<file path="src/rtl/denorm_shift_pkg.sv">
// denorm_shift_pkg: shared widths, state encoding and helpers for the
// denormalizer and other multi-cycle datapath units.
//   WORD       data word width
//   CNT        shift-count width (holds 0..31)
//   MAX_SHIFT  largest effective shift; larger counts clamp to it
//   ST_*       IDLE/SHIFT/DONE state encoding
package denorm_shift_pkg;

    localparam int unsigned WORD      = 16;
    localparam int unsigned CNT       = 5;
    localparam int unsigned MAX_SHIFT = 16;

    // State encoding shared by multi-cycle datapath units
    localparam int unsigned STATE_W  = 2;
    localparam logic [1:0]  ST_IDLE  = 2'd0;
    localparam logic [1:0]  ST_SHIFT = 2'd1;
    localparam logic [1:0]  ST_DONE  = 2'd2;

    // Request payload: normalized word plus its right-shift amount
    typedef struct packed {
        logic [WORD-1:0] word;
        logic [CNT-1:0]  count;
    } req_t;

    // Counts beyond the word width all shift everything out
    function automatic logic [CNT-1:0] clamp_count(input logic [CNT-1:0] c);
        return (c > CNT'(MAX_SHIFT)) ? CNT'(MAX_SHIFT) : c;
    endfunction

endpackage

</file>
<file path="src/rtl/denorm_shift_if.sv">
// denorm_shift_if: request/response handshake bundle for denorm_shift.
//   in_valid/in_ready/in_word/in_count        request side
//   out_valid/out_ready/out_word/out_sticky/out_zero  result side
//   master: the requester/consumer; slave: the denormalizer.
interface denorm_shift_if;
    import denorm_shift_pkg::*;

    logic            in_valid;
    logic            in_ready;
    logic [WORD-1:0] in_word;
    logic [CNT-1:0]  in_count;
    logic            out_valid;
    logic            out_ready;
    logic [WORD-1:0] out_word;
    logic            out_sticky;
    logic            out_zero;

    modport master (
        output in_valid, in_word, in_count, out_ready,
        input  in_ready, out_valid, out_word, out_sticky, out_zero
    );

    modport slave (
        input  in_valid, in_word, in_count, out_ready,
        output in_ready, out_valid, out_word, out_sticky, out_zero
    );

endinterface

</file>
<file path="src/rtl/denorm_shift_shift1_sticky.sv">
// denorm_shift_shift1_sticky: one logical right-shift step with sticky
// accumulation (purely combinational).
//   word_i/sticky_i  current word and sticky
//   word_c           word_i >> 1, zero filled
//   sticky_c         sticky_i | word_i[0]
module denorm_shift_shift1_sticky
    import denorm_shift_pkg::*;
(
    input  logic [WORD-1:0] word_i,
    input  logic            sticky_i,
    output logic [WORD-1:0] word_c,
    output logic            sticky_c
);

    assign word_c   = {1'b0, word_i[WORD-1:1]};
    assign sticky_c = sticky_i | word_i[0];

endmodule

</file>
<file path="src/rtl/denorm_shift.sv">
// denorm_shift: iterative right-shift denormalizer. Accepts a normalized
// word and a shift count, shifts right one bit per cycle restoring the
// original magnitude, and reports a sticky bit of everything shifted out.
//   clk    rising-edge clock
//   reset  synchronous, active-high reset
//   bus    denorm_shift_if.slave request/result handshake
module denorm_shift
    import denorm_shift_pkg::*;
(
    input  logic clk,
    input  logic reset,
    denorm_shift_if.slave bus
);

    logic [STATE_W-1:0] state_q, state_d;
    logic [WORD-1:0]    word_q, word_d;
    logic               sticky_q, sticky_d;
    logic [CNT-1:0]     cnt_q, cnt_d;

    req_t               req;
    logic [CNT-1:0]     load_cnt;
    logic [WORD-1:0]    step_word;
    logic               step_sticky;

    assign req      = {bus.in_word, bus.in_count};
    assign load_cnt = clamp_count(req.count);

    // Single shift step applied each SHIFT cycle
    denorm_shift_shift1_sticky u_step (
        .word_i   (word_q),
        .sticky_i (sticky_q),
        .word_c   (step_word),
        .sticky_c (step_sticky)
    );

    // Next-state and datapath update
    always_comb begin
        state_d  = state_q;
        word_d   = word_q;
        sticky_d = sticky_q;
        cnt_d    = cnt_q;
        case (state_q)
            ST_IDLE: begin
                if (bus.in_valid) begin
                    word_d   = req.word;
                    sticky_d = 1'b0;
                    cnt_d    = load_cnt;
                    state_d  = (load_cnt == '0) ? ST_DONE : ST_SHIFT;
                end
            end
            ST_SHIFT: begin
                word_d   = step_word;
                sticky_d = step_sticky;
                cnt_d    = cnt_q - CNT'(1);
                // <= also exits on a zero count so the FSM can never stall here
                if (cnt_q <= CNT'(1)) begin
                    state_d = ST_DONE;
                end
            end
            ST_DONE: begin
                if (bus.out_ready) begin
                    state_d = ST_IDLE;
                end
            end
            default: begin
                state_d = ST_IDLE;
            end
        endcase
    end

    // State and datapath registers
    always_ff @(posedge clk) begin
        if (reset) begin
            state_q  <= ST_IDLE;
            word_q   <= '0;
            sticky_q <= 1'b0;
            cnt_q    <= '0;
        end else begin
            state_q  <= state_d;
            word_q   <= word_d;
            sticky_q <= sticky_d;
            cnt_q    <= cnt_d;
        end
    end

    // in_ready is masked by reset so nothing is offered while reset is held
    assign bus.in_ready   = (state_q == ST_IDLE) && !reset;
    assign bus.out_valid  = (state_q == ST_DONE);
    assign bus.out_word   = word_q;
    assign bus.out_sticky = sticky_q;
    assign bus.out_zero   = (word_q == '0);

endmodule
</file>
<file path="src/flat_wrapper.sv">
// flat-port wrapper written by rule: the top's interface ports become plain ports
module denorm_shift_flat import denorm_shift_pkg::*;
  (clk, reset, bus_in_valid, bus_in_word, bus_in_count, bus_out_ready, bus_in_ready, bus_out_valid, bus_out_word, bus_out_sticky, bus_out_zero);
  denorm_shift_if bus_i ();
  input  logic clk;
  input  logic reset;
  input wire logic [$bits(bus_i.in_valid)-1:0] bus_in_valid;
  input wire logic [$bits(bus_i.in_word)-1:0] bus_in_word;
  input wire logic [$bits(bus_i.in_count)-1:0] bus_in_count;
  input wire logic [$bits(bus_i.out_ready)-1:0] bus_out_ready;
  output wire logic [$bits(bus_i.in_ready)-1:0] bus_in_ready;
  output wire logic [$bits(bus_i.out_valid)-1:0] bus_out_valid;
  output wire logic [$bits(bus_i.out_word)-1:0] bus_out_word;
  output wire logic [$bits(bus_i.out_sticky)-1:0] bus_out_sticky;
  output wire logic [$bits(bus_i.out_zero)-1:0] bus_out_zero;
  assign bus_i.in_valid = bus_in_valid;
  assign bus_i.in_word = bus_in_word;
  assign bus_i.in_count = bus_in_count;
  assign bus_i.out_ready = bus_out_ready;
  assign bus_in_ready = bus_i.in_ready;
  assign bus_out_valid = bus_i.out_valid;
  assign bus_out_word = bus_i.out_word;
  assign bus_out_sticky = bus_i.out_sticky;
  assign bus_out_zero = bus_i.out_zero;
  denorm_shift u_core (.clk(clk), .reset(reset), .bus(bus_i));
endmodule
</file>
<file path="config.mk">
export PLATFORM = sky130hd
export DESIGN_NAME = denorm_shift_flat
export DESIGN_NICKNAME = d
export VERILOG_FILES = /design/src/rtl/denorm_shift_pkg.sv /design/src/rtl/denorm_shift_if.sv /design/src/rtl/denorm_shift_shift1_sticky.sv /design/src/rtl/denorm_shift.sv /design/src/flat_wrapper.sv
export SDC_FILE = /design/constraint.sdc
export NUM_CORES = 1
export LEC_CHECK = 0
export ABC_AREA = 1
export CORE_MARGIN = 2
export CORE_UTILIZATION = 41
export CTS_CLUSTER_SIZE = 8
export DETAILED_ROUTE_END_ITERATION = 12
export PLACE_DENSITY = 0.81
export REMOVE_ABC_BUFFERS = 1
export SETUP_SLACK_MARGIN = 0.4
export SLEW_MARGIN = 20
export SYNTH_ARGS = -nofsm -noshare
export SYNTH_HDL_FRONTEND = slang
export SYNTH_SLANG_ARGS = --single-unit
</file>
<file path="constraint.sdc">
create_clock -name clk -period 1 [get_ports clk]
set_input_delay 0.2 -clock clk [delete_from_list [all_inputs] [get_ports clk]]
set_output_delay 0.2 -clock clk [all_outputs]
set_load 0.05 [all_outputs]
</file>
==> flow_summary.toml, run 1 <==
[yosys]
ys_types = 23
synth_top_area_share_pct = 36.0
yosysTopAreaCell = "dfxtp_1"
ys.flop_type = "dfxtp_1"
synth_enable_flop_cells = 0
yosysWarnings = 0
netlist_instances = 189
postSynthAreaPerCell_um2 = 7.06
synth_common_cells = "nand2_1 (30), inv_1 (29), a21oi_1 (24), dfxtp_1 (24), o21ai_1 (19)"
syn_area_mm2 = 0.00133
synthArstFlopShare_pct = 0
yosys_register_bits = 24
synthMostInstantiatedCell = "nand2_1"
synth.area.top_cells = "dfxtp_1 (36%), a21oi_1 (9.0%), nand2_1 (8.4%)"
synth_seq_area_share_pct = 36.0

[cts]
cts_setup_buffers = 17
cts_buffers = 3
cts-root-buf = "clkbuf_4"
cts_hold_buf = 0
clk_path_buf_depth = 2
clkSinkCount = 24
cts_repair_resize_count = 128
htree_levels = 1

[placement]
place_hpwl_um = 3000
gp_routability_congestion = 0.803
place_inst = 315
io_buffers = 44

[die]
initial_utilization_pct = 43.3
rows = 20
pin_count = 45
dieWidth_um = 61.0
die_h_um = 61.0

[run_status]
haltStage = "clock tree synthesis (4_1_cts)"
error = "[ERROR DPL-0038] Utilization greater than 100%, impossible to legalize"
status = "aborted with a tool error"
-- cells by family after synthesis --
group / after synthesis / share of synthesized area (%)
simple gates: 62 / 21.9
compound gates: 61 / 26.5
buf+inv: 40 / 13.7
flops: 24 / 36.0
fa+ha+maj: 2 / 1.88
-- metrics by stage --
stage	TNS, ps	util, %	setup WS [ps]	cell area [um2]
global placement	-7350	76.7	-340	2360
detailed placement	-8670	76.7	-465	2360
floorplan	-5590	-	-1500	1270
==> run 2, diff against run 1 <==
--- a/config.mk
+++ b/config.mk
@@ -6,13 +6,11 @@
 export NUM_CORES = 1
 export LEC_CHECK = 0
 export ABC_AREA = 1
-export CORE_MARGIN = 2
-export CORE_UTILIZATION = 41
-export CTS_CLUSTER_SIZE = 8
+export CORE_AREA = 2 2 63 65
 export DETAILED_ROUTE_END_ITERATION = 12
-export PLACE_DENSITY = 0.81
+export DIE_AREA = 0 0 65 67
+export PLACE_DENSITY_LB_ADDON = 0.15
 export REMOVE_ABC_BUFFERS = 1
-export SETUP_SLACK_MARGIN = 0.4
 export SLEW_MARGIN = 20
 export SYNTH_ARGS = -nofsm -noshare
 export SYNTH_HDL_FRONTEND = slang
==> constraint.sdc (replaced) <==
create_clock -name clk -period 1.3 [get_ports clk]
set_input_delay 0.26 -clock clk [delete_from_list [all_inputs] [get_ports clk]]
set_output_delay 0.26 -clock clk [all_outputs]
set_load 0.05 [all_outputs]
==> run 2 against run 1 <==
Compared with the run above: the flow now finishes, with violations (negative setup slack); synthesized area is the same; synthesized cell count unchanged.
==> flow_summary.toml, run 2 <==
[finish]
largest_reg_flops = 16
design_area_mm2 = 0.00249
syn_to_final_growth_pct = 87.0
final_nets = 303
mostFrequentLayoutCells = "buf_4 (42), nand2_1 (30), inv_1 (24), buf_12 (24)"
num_antenna_cells = 0
final_common_cell = "buf_4"
drive_above_1_share_pct = 39.3

[routing]
routedWlPerCell_um = 11.1
dr_total_vias = 1504
drtIter0Drc = 37
firstDrtPassIters = 4
ant_nets = 0
vias_per_cell = 4.66
drcViolationCount = 0
wirelength_um = 3590

[worst_setup_path]
critPathTopFamily = "simple AND/OR/NAND/NOR gates"
critical_path_buf_inv_count = 3
slowest_stage = "dfxtp_2"
max_stage_delay_ps = 340
cp_data_required_time_ps = 1040
crit_fanout = 2
cp-end-kind = "output port"
crit_arrival_ps = 1370
start_kind = "flip-flop"
criticalPathCategory = "flip-flop to output port"
crit_chain = "inv_2 > nand4_1 > nor4_2 > buf_4 > buf_12"

[timing]
tightestPinTransition_ps = 241
skew_ps = 1.46
finalHoldViolCount = 0
slew_headroom_pct = 83.9
setup_tns_ps = -351
period_share_pct = 125
rsz0062_at_grt = "yes"
max_freq_mhz = 613
slew_viol_final = 0
setup_viol = 2
period_needed_ps = 1630
finalWorstSetupSlack_ps = -331

[cts]
htree_levels = 1
clkLatencyLatePin_ps = 270
cts-root-buf = "clkbuf_8"
cts_tree = "done"
clk_path_buf_depth = 2
clkSinkCount = 24
clkSlewWorstSetupHoldPaths_ps = 90
cts_buffers = 3
cts_hold_buf = 0

[die]
core_mm2 = 0.00361
dieWidth_um = 65
initial_utilization_pct = 37.0
rows = 22
pin_count = 45
die_area_mm2 = 0.00436
die_h_um = 67

[power]
ir_drop_mv = 0.678
cellLeakagePower_nw = 1.13
powerDensity_mw_per_mm2 = 1350

[yosys]
synthArstFlopShare_pct = 0
ys_types = 23
yosysTopAreaCell = "dfxtp_1"
synth_seq_area_share_pct = 36.0
syn_area_mm2 = 0.00133
synth_top_area_share_pct = 36.0
postSynthAreaPerCell_um2 = 7.06
ys.flop_type = "dfxtp_1"
yosysWarnings = 0
synth.area.top_cells = "dfxtp_1 (36%), a21oi_1 (9.0%), nand2_1 (8.4%)"
synth_enable_flop_cells = 0
synth_common_cells = "nand2_1 (30), inv_1 (29), a21oi_1 (24), dfxtp_1 (24), o21ai_1 (19)"
yosys_register_bits = 24
netlist_instances = 189
synthMostInstantiatedCell = "nand2_1"

[placement]
gp_routability_congestion = 0.853
place_hpwl_um = 2680
place_ws_ps = -118
placedInstanceArea_mm2 = 0.00232
io_buffers = 44

[flow_run]
cap_violations = 0

[grt]
grt_pass1_wl_um = 6240
antenna_found_initial = 0
grt_max_degree = 26
grt_overflow_total = 0
grt_use_total_pct = 18.5
grt_pass1_vias = 1499

[run_status]
status = "finished with violations"
violations = "negative setup slack"

[hold_path]
min_path_type = "input port to flip-flop"
==> run 2: cell counts after synthesis <==
No cell type changed its count.
==> run 2: routing by layer <==
metal | routed length [um] | track usage, % | vias to the layer above
met4 | 58 | 5.85 | 0
met2 | 1790 | 32.5 | 29
li1 | - | - | 793
met5 | 0 | 0 | -
met1 | 1530 | 21.6 | 676
met3 | 216 | 5.57 | 6
==> run 2: layout make-up <==
| type | count | area, um2 |
|---|---|---|
| repair buffers | 90 | 1040 |
| multi-input cells | 125 | 711 |
| clock buffers | 3 | 41.3 |
| clock inverters | 1 | 30.0 |
| well taps | 48 | 60.1 |
| fillers | 299 | 1110 |
| flip-flops and latches | 24 | 493 |
| inverters | 32 | 120 |
==> run 2: cells by family after synthesis <==
logic type,count (synthesis),share of synthesized area [%]
flops,24,36.0
simple gates,62,21.9
fa+ha+maj,2,1.88
buf+inv,40,13.7
compound gates,61,26.5
==> run 2: repair_timing <==
item	4_1_cts	5_1_grt
gates resized for setup	18	7
setup buffers	5	1
setup endpoints to repair	3	4
pin swaps	4	5
==> run 2: worst register-to-register path: stages, from the launching register on <==
cell     delay, ps
dfxtp_4        380
inv_2          120
buf_4          150
nand2_4         80
buf_12         160
o21ai_1        150
a21oi_1         50
==> run 2: path summary, 6_finish.rpt <==
path	start	end	slack (ps)	cells after the start
worst max-delay path	u_core.bus.out_word[11]$_SDFFE_PP0P_	bus_out_zero	-330	5
worst min-delay path	reset	u_core.state_q[1]$_SDFFE_PP0P_	450	3
worst max register to register	u_core.state_q[1]$_SDFFE_PP0P_	u_core.bus.out_word[9]$_SDFFE_PP0P_	120	6
worst min register to register	u_core.cnt_q[2]$_SDFFE_PP0P_	u_core.cnt_q[2]$_SDFFE_PP0P_	530	2
==> run 2: per-stage QoR <==
step | hold WS (ps) | cells | power (W) | util, %
finish | 449 | 323 | 0.00336 | 69.2
global route | 464 | 323 | 0.00355 | 69.2
CTS | 523 | 322 | 0.00335 | 68.3
detailed placement | 509 | 313 | 0.00261 | 64.4
global placement | 496 | 313 | 0.00260 | 64.4
floorplan | 329 | 181 | 0.00171 | -
==> run 2: where the power goes <==
group / leakage, nW / internal [W] / switching [W] / total [W]
Sequential: 0.201 / 0.000852 / 0.0000744 / 0.000926
Combinational: 0.891 / 0.000877 / 0.000889 / 0.00177
Clock: 0.0357 / 0.000412 / 0.000255 / 0.000667
Total: 1.13 / 0.00214 / 0.00122 / 0.00336
(Power assumes the default switching activity.)
==> run 3, diff against run 2 <==
--- a/config.mk
+++ b/config.mk
@@ -6,9 +6,11 @@
 export NUM_CORES = 1
 export LEC_CHECK = 0
 export ABC_AREA = 1
+export CAP_MARGIN = 40
 export CORE_AREA = 2 2 63 65
 export DETAILED_ROUTE_END_ITERATION = 12
 export DIE_AREA = 0 0 65 67
+export DONT_BUFFER_PORTS = 1
 export PLACE_DENSITY_LB_ADDON = 0.15
 export REMOVE_ABC_BUFFERS = 1
 export SLEW_MARGIN = 20
==> run 3 against run 2 <==
Compared with the run above: the flow still finishes with violations (negative setup slack); flip-flop and latch count is the same; count of clock-buffer cells in the layout grew 1; global-route usage shrank 2.6 points; highest routed layer unchanged; critical endpoint unchanged; sequential power grew 0.6%; core utilization shrank 19 points; wire length shrank 6.2%; total power shrank 19%; clock skew is essentially flat; clock power shrank 23%.
==> flow_summary.toml, run 3 (synthesis results as in run 2) <==
[run_status]
status = "finished with violations"
violations = "negative setup slack"

[worst_setup_path]
cp_data_required_time_ps = 1040
crit_arrival_ps = 1350
start_kind = "flip-flop"
criticalPathCategory = "flip-flop to output port"
ff2ff_setup_slack_ps = 90
max_stage_delay_ps = 330
crit_fanout = 2
crit_chain = "inv_2 > nand4_1 > nor4_2 > buf_4"
slowest_stage = "dfxtp_2"
cp-end-kind = "output port"

[routing]
wirelength_um = 3370
drcViolationCount = 0
ant_nets = 0
dr_total_vias = 1335
firstDrtPassIters = 4
vias_per_cell = 4.80
drtIter0Drc = 59
routedWlPerCell_um = 12.1

[power]
total_power_w = 0.00273
ir_drop_mv = 0.639
cellLeakagePower_nw = 0.839
powerDensity_mw_per_mm2 = 1510

[finish]
mostFrequentLayoutCells = "buf_4 (39), nand2_1 (30), a21oi_1 (24), inv_1 (20), o21ai_1 (19)"
final_util_pct = 50.2
fillerInstances = 359
final_nets = 258
syn_to_final_growth_pct = 35.7
drive_above_1_share_pct = 40.4
layout.cells.non_filler = 278
final_common_cell = "buf_4"
num_antenna_cells = 0
largest_reg_flops = 16

[timing]
slew_viol_final = 0
tightestPinTransition_ps = 316
max_freq_mhz = 622
skew_ps = 1.55
finalWorstSetupSlack_ps = -307
finalHoldViolCount = 0
period_needed_ps = 1610
slew_headroom_pct = 78.9
setup_tns_ps = -307
rsz0062_at_grt = "yes"
period_share_pct = 124
setup_viol = 1

[placement]
io_buffers = 0
place_hpwl_um = 2590
gp_routability_congestion = 0.855
place_inst = 266

[die]
dieWidth_um = 65
core_mm2 = 0.00361
die_h_um = 67
pin_count = 45
initial_utilization_pct = 37.0
rows = 22
die_area_mm2 = 0.00436

[cts]
htree_levels = 1
clkSlewWorstSetupHoldPaths_ps = 90
cts_tree = "done"
clkSinkCount = 24
cts_buffers = 3
clkLatencyLatePin_ps = 260
clk_path_buf_depth = 2
cts-root-buf = "clkbuf_8"
cts_hold_buf = 0

[grt]
grt_pass1_vias = 1280
antenna_found_initial = 0
grt_overflow_total = 0
grt_pass1_wl_um = 5420
grt_use_total_pct = 15.9
grt_max_degree = 26

[hold_path]
min_path_type = "input port to flip-flop"

[flow_run]
cap_violations = 0
==> run 3: cell types whose count changed in the layout (fill, tap and decap cells not counted), sizes merged <==
cell | previous run | this run
bufinv | 1 | 0
dlymetal6s2s | 1 | 0
clkdlybuf4s50 | 23 | 0
buf | 66 | 45
clkbuf | 3 | 4
==> run 3: critical path, delay by kind of cell, from the launching register on <==
family | cells | cell delay (ps)
buffers and inverters | 2 | 290
and+or+nand+nor | 2 | 450
DFF | 1 | 330
==> run 3: timing repair <==
item | in CTS | in global routing
pin swaps | 4 | 4
resized for setup | 18 | 12
setup endpoints to repair | 3 | 6
setup buffers | 8 | 0
==> run 3: final cells by class <==
| type | count | area [um2] | share of cell area [%] |
|---|---|---|---|
| clock buffers | 4 | 55.1 | 3.04 |
| inverters | 32 | 120 | 6.63 |
| multi-input cells | 125 | 697 | 38.5 |
| flip-flops and latches | 24 | 497 | 27.4 |
| well taps | 48 | 60.1 | 3.32 |
| repair buffers | 45 | 382 | 21.1 |
==> run 3: power by group <==
part	switching, W	total (W)	internal (W)
Sequential	0.0000768	0.000932	0.000855
Combinational	0.000798	0.00128	0.000486
Clock	0.000241	0.000511	0.000270
Total	0.00112	0.00273	0.00161
==> run 3: routing by layer <==
metal  up-vias  part of all wire [%]  global-route usage [%]
met5         -                     0                       0
met3         2                   5.7                    3.89
met1       600                    42                    18.8
li1        701                     -                       -
met2        32                    52                    29.1
met4         0                  0.42                    3.19
==> run 3: worst paths after layout <==
check / to / from / cells past startpoint
worst max-delay path: bus_out_zero / u_core.bus.out_word[0]$_SDFFE_PP0P_ / 4
worst min-delay path: u_core.state_q[1]$_SDFFE_PP0P_ / reset / 1
worst max register to register: u_core.bus.out_word[1]$_SDFFE_PP0P_ / u_core.state_q[0]$_SDFFE_PP0P_ / 7
worst min register to register: u_core.bus.out_word[6]$_SDFFE_PP0P_ / u_core.bus.out_word[6]$_SDFFE_PP0P_ / 2
==> run 3: metrics by stage <==
step / setup slack (ps) / cell area, um2 / hold WS [ps]
3_3_place_gp: 11.1 / 1640 / 331
5_1_grt: -345 / 1810 / 37.8
4_1_cts: -311 / 1790 / 39.1
2_1_floorplan: -1260 / 1270 / 329
6_report: -307 / 1810 / 43.3
3_5_place_dp: -0.602 / 1640 / 333
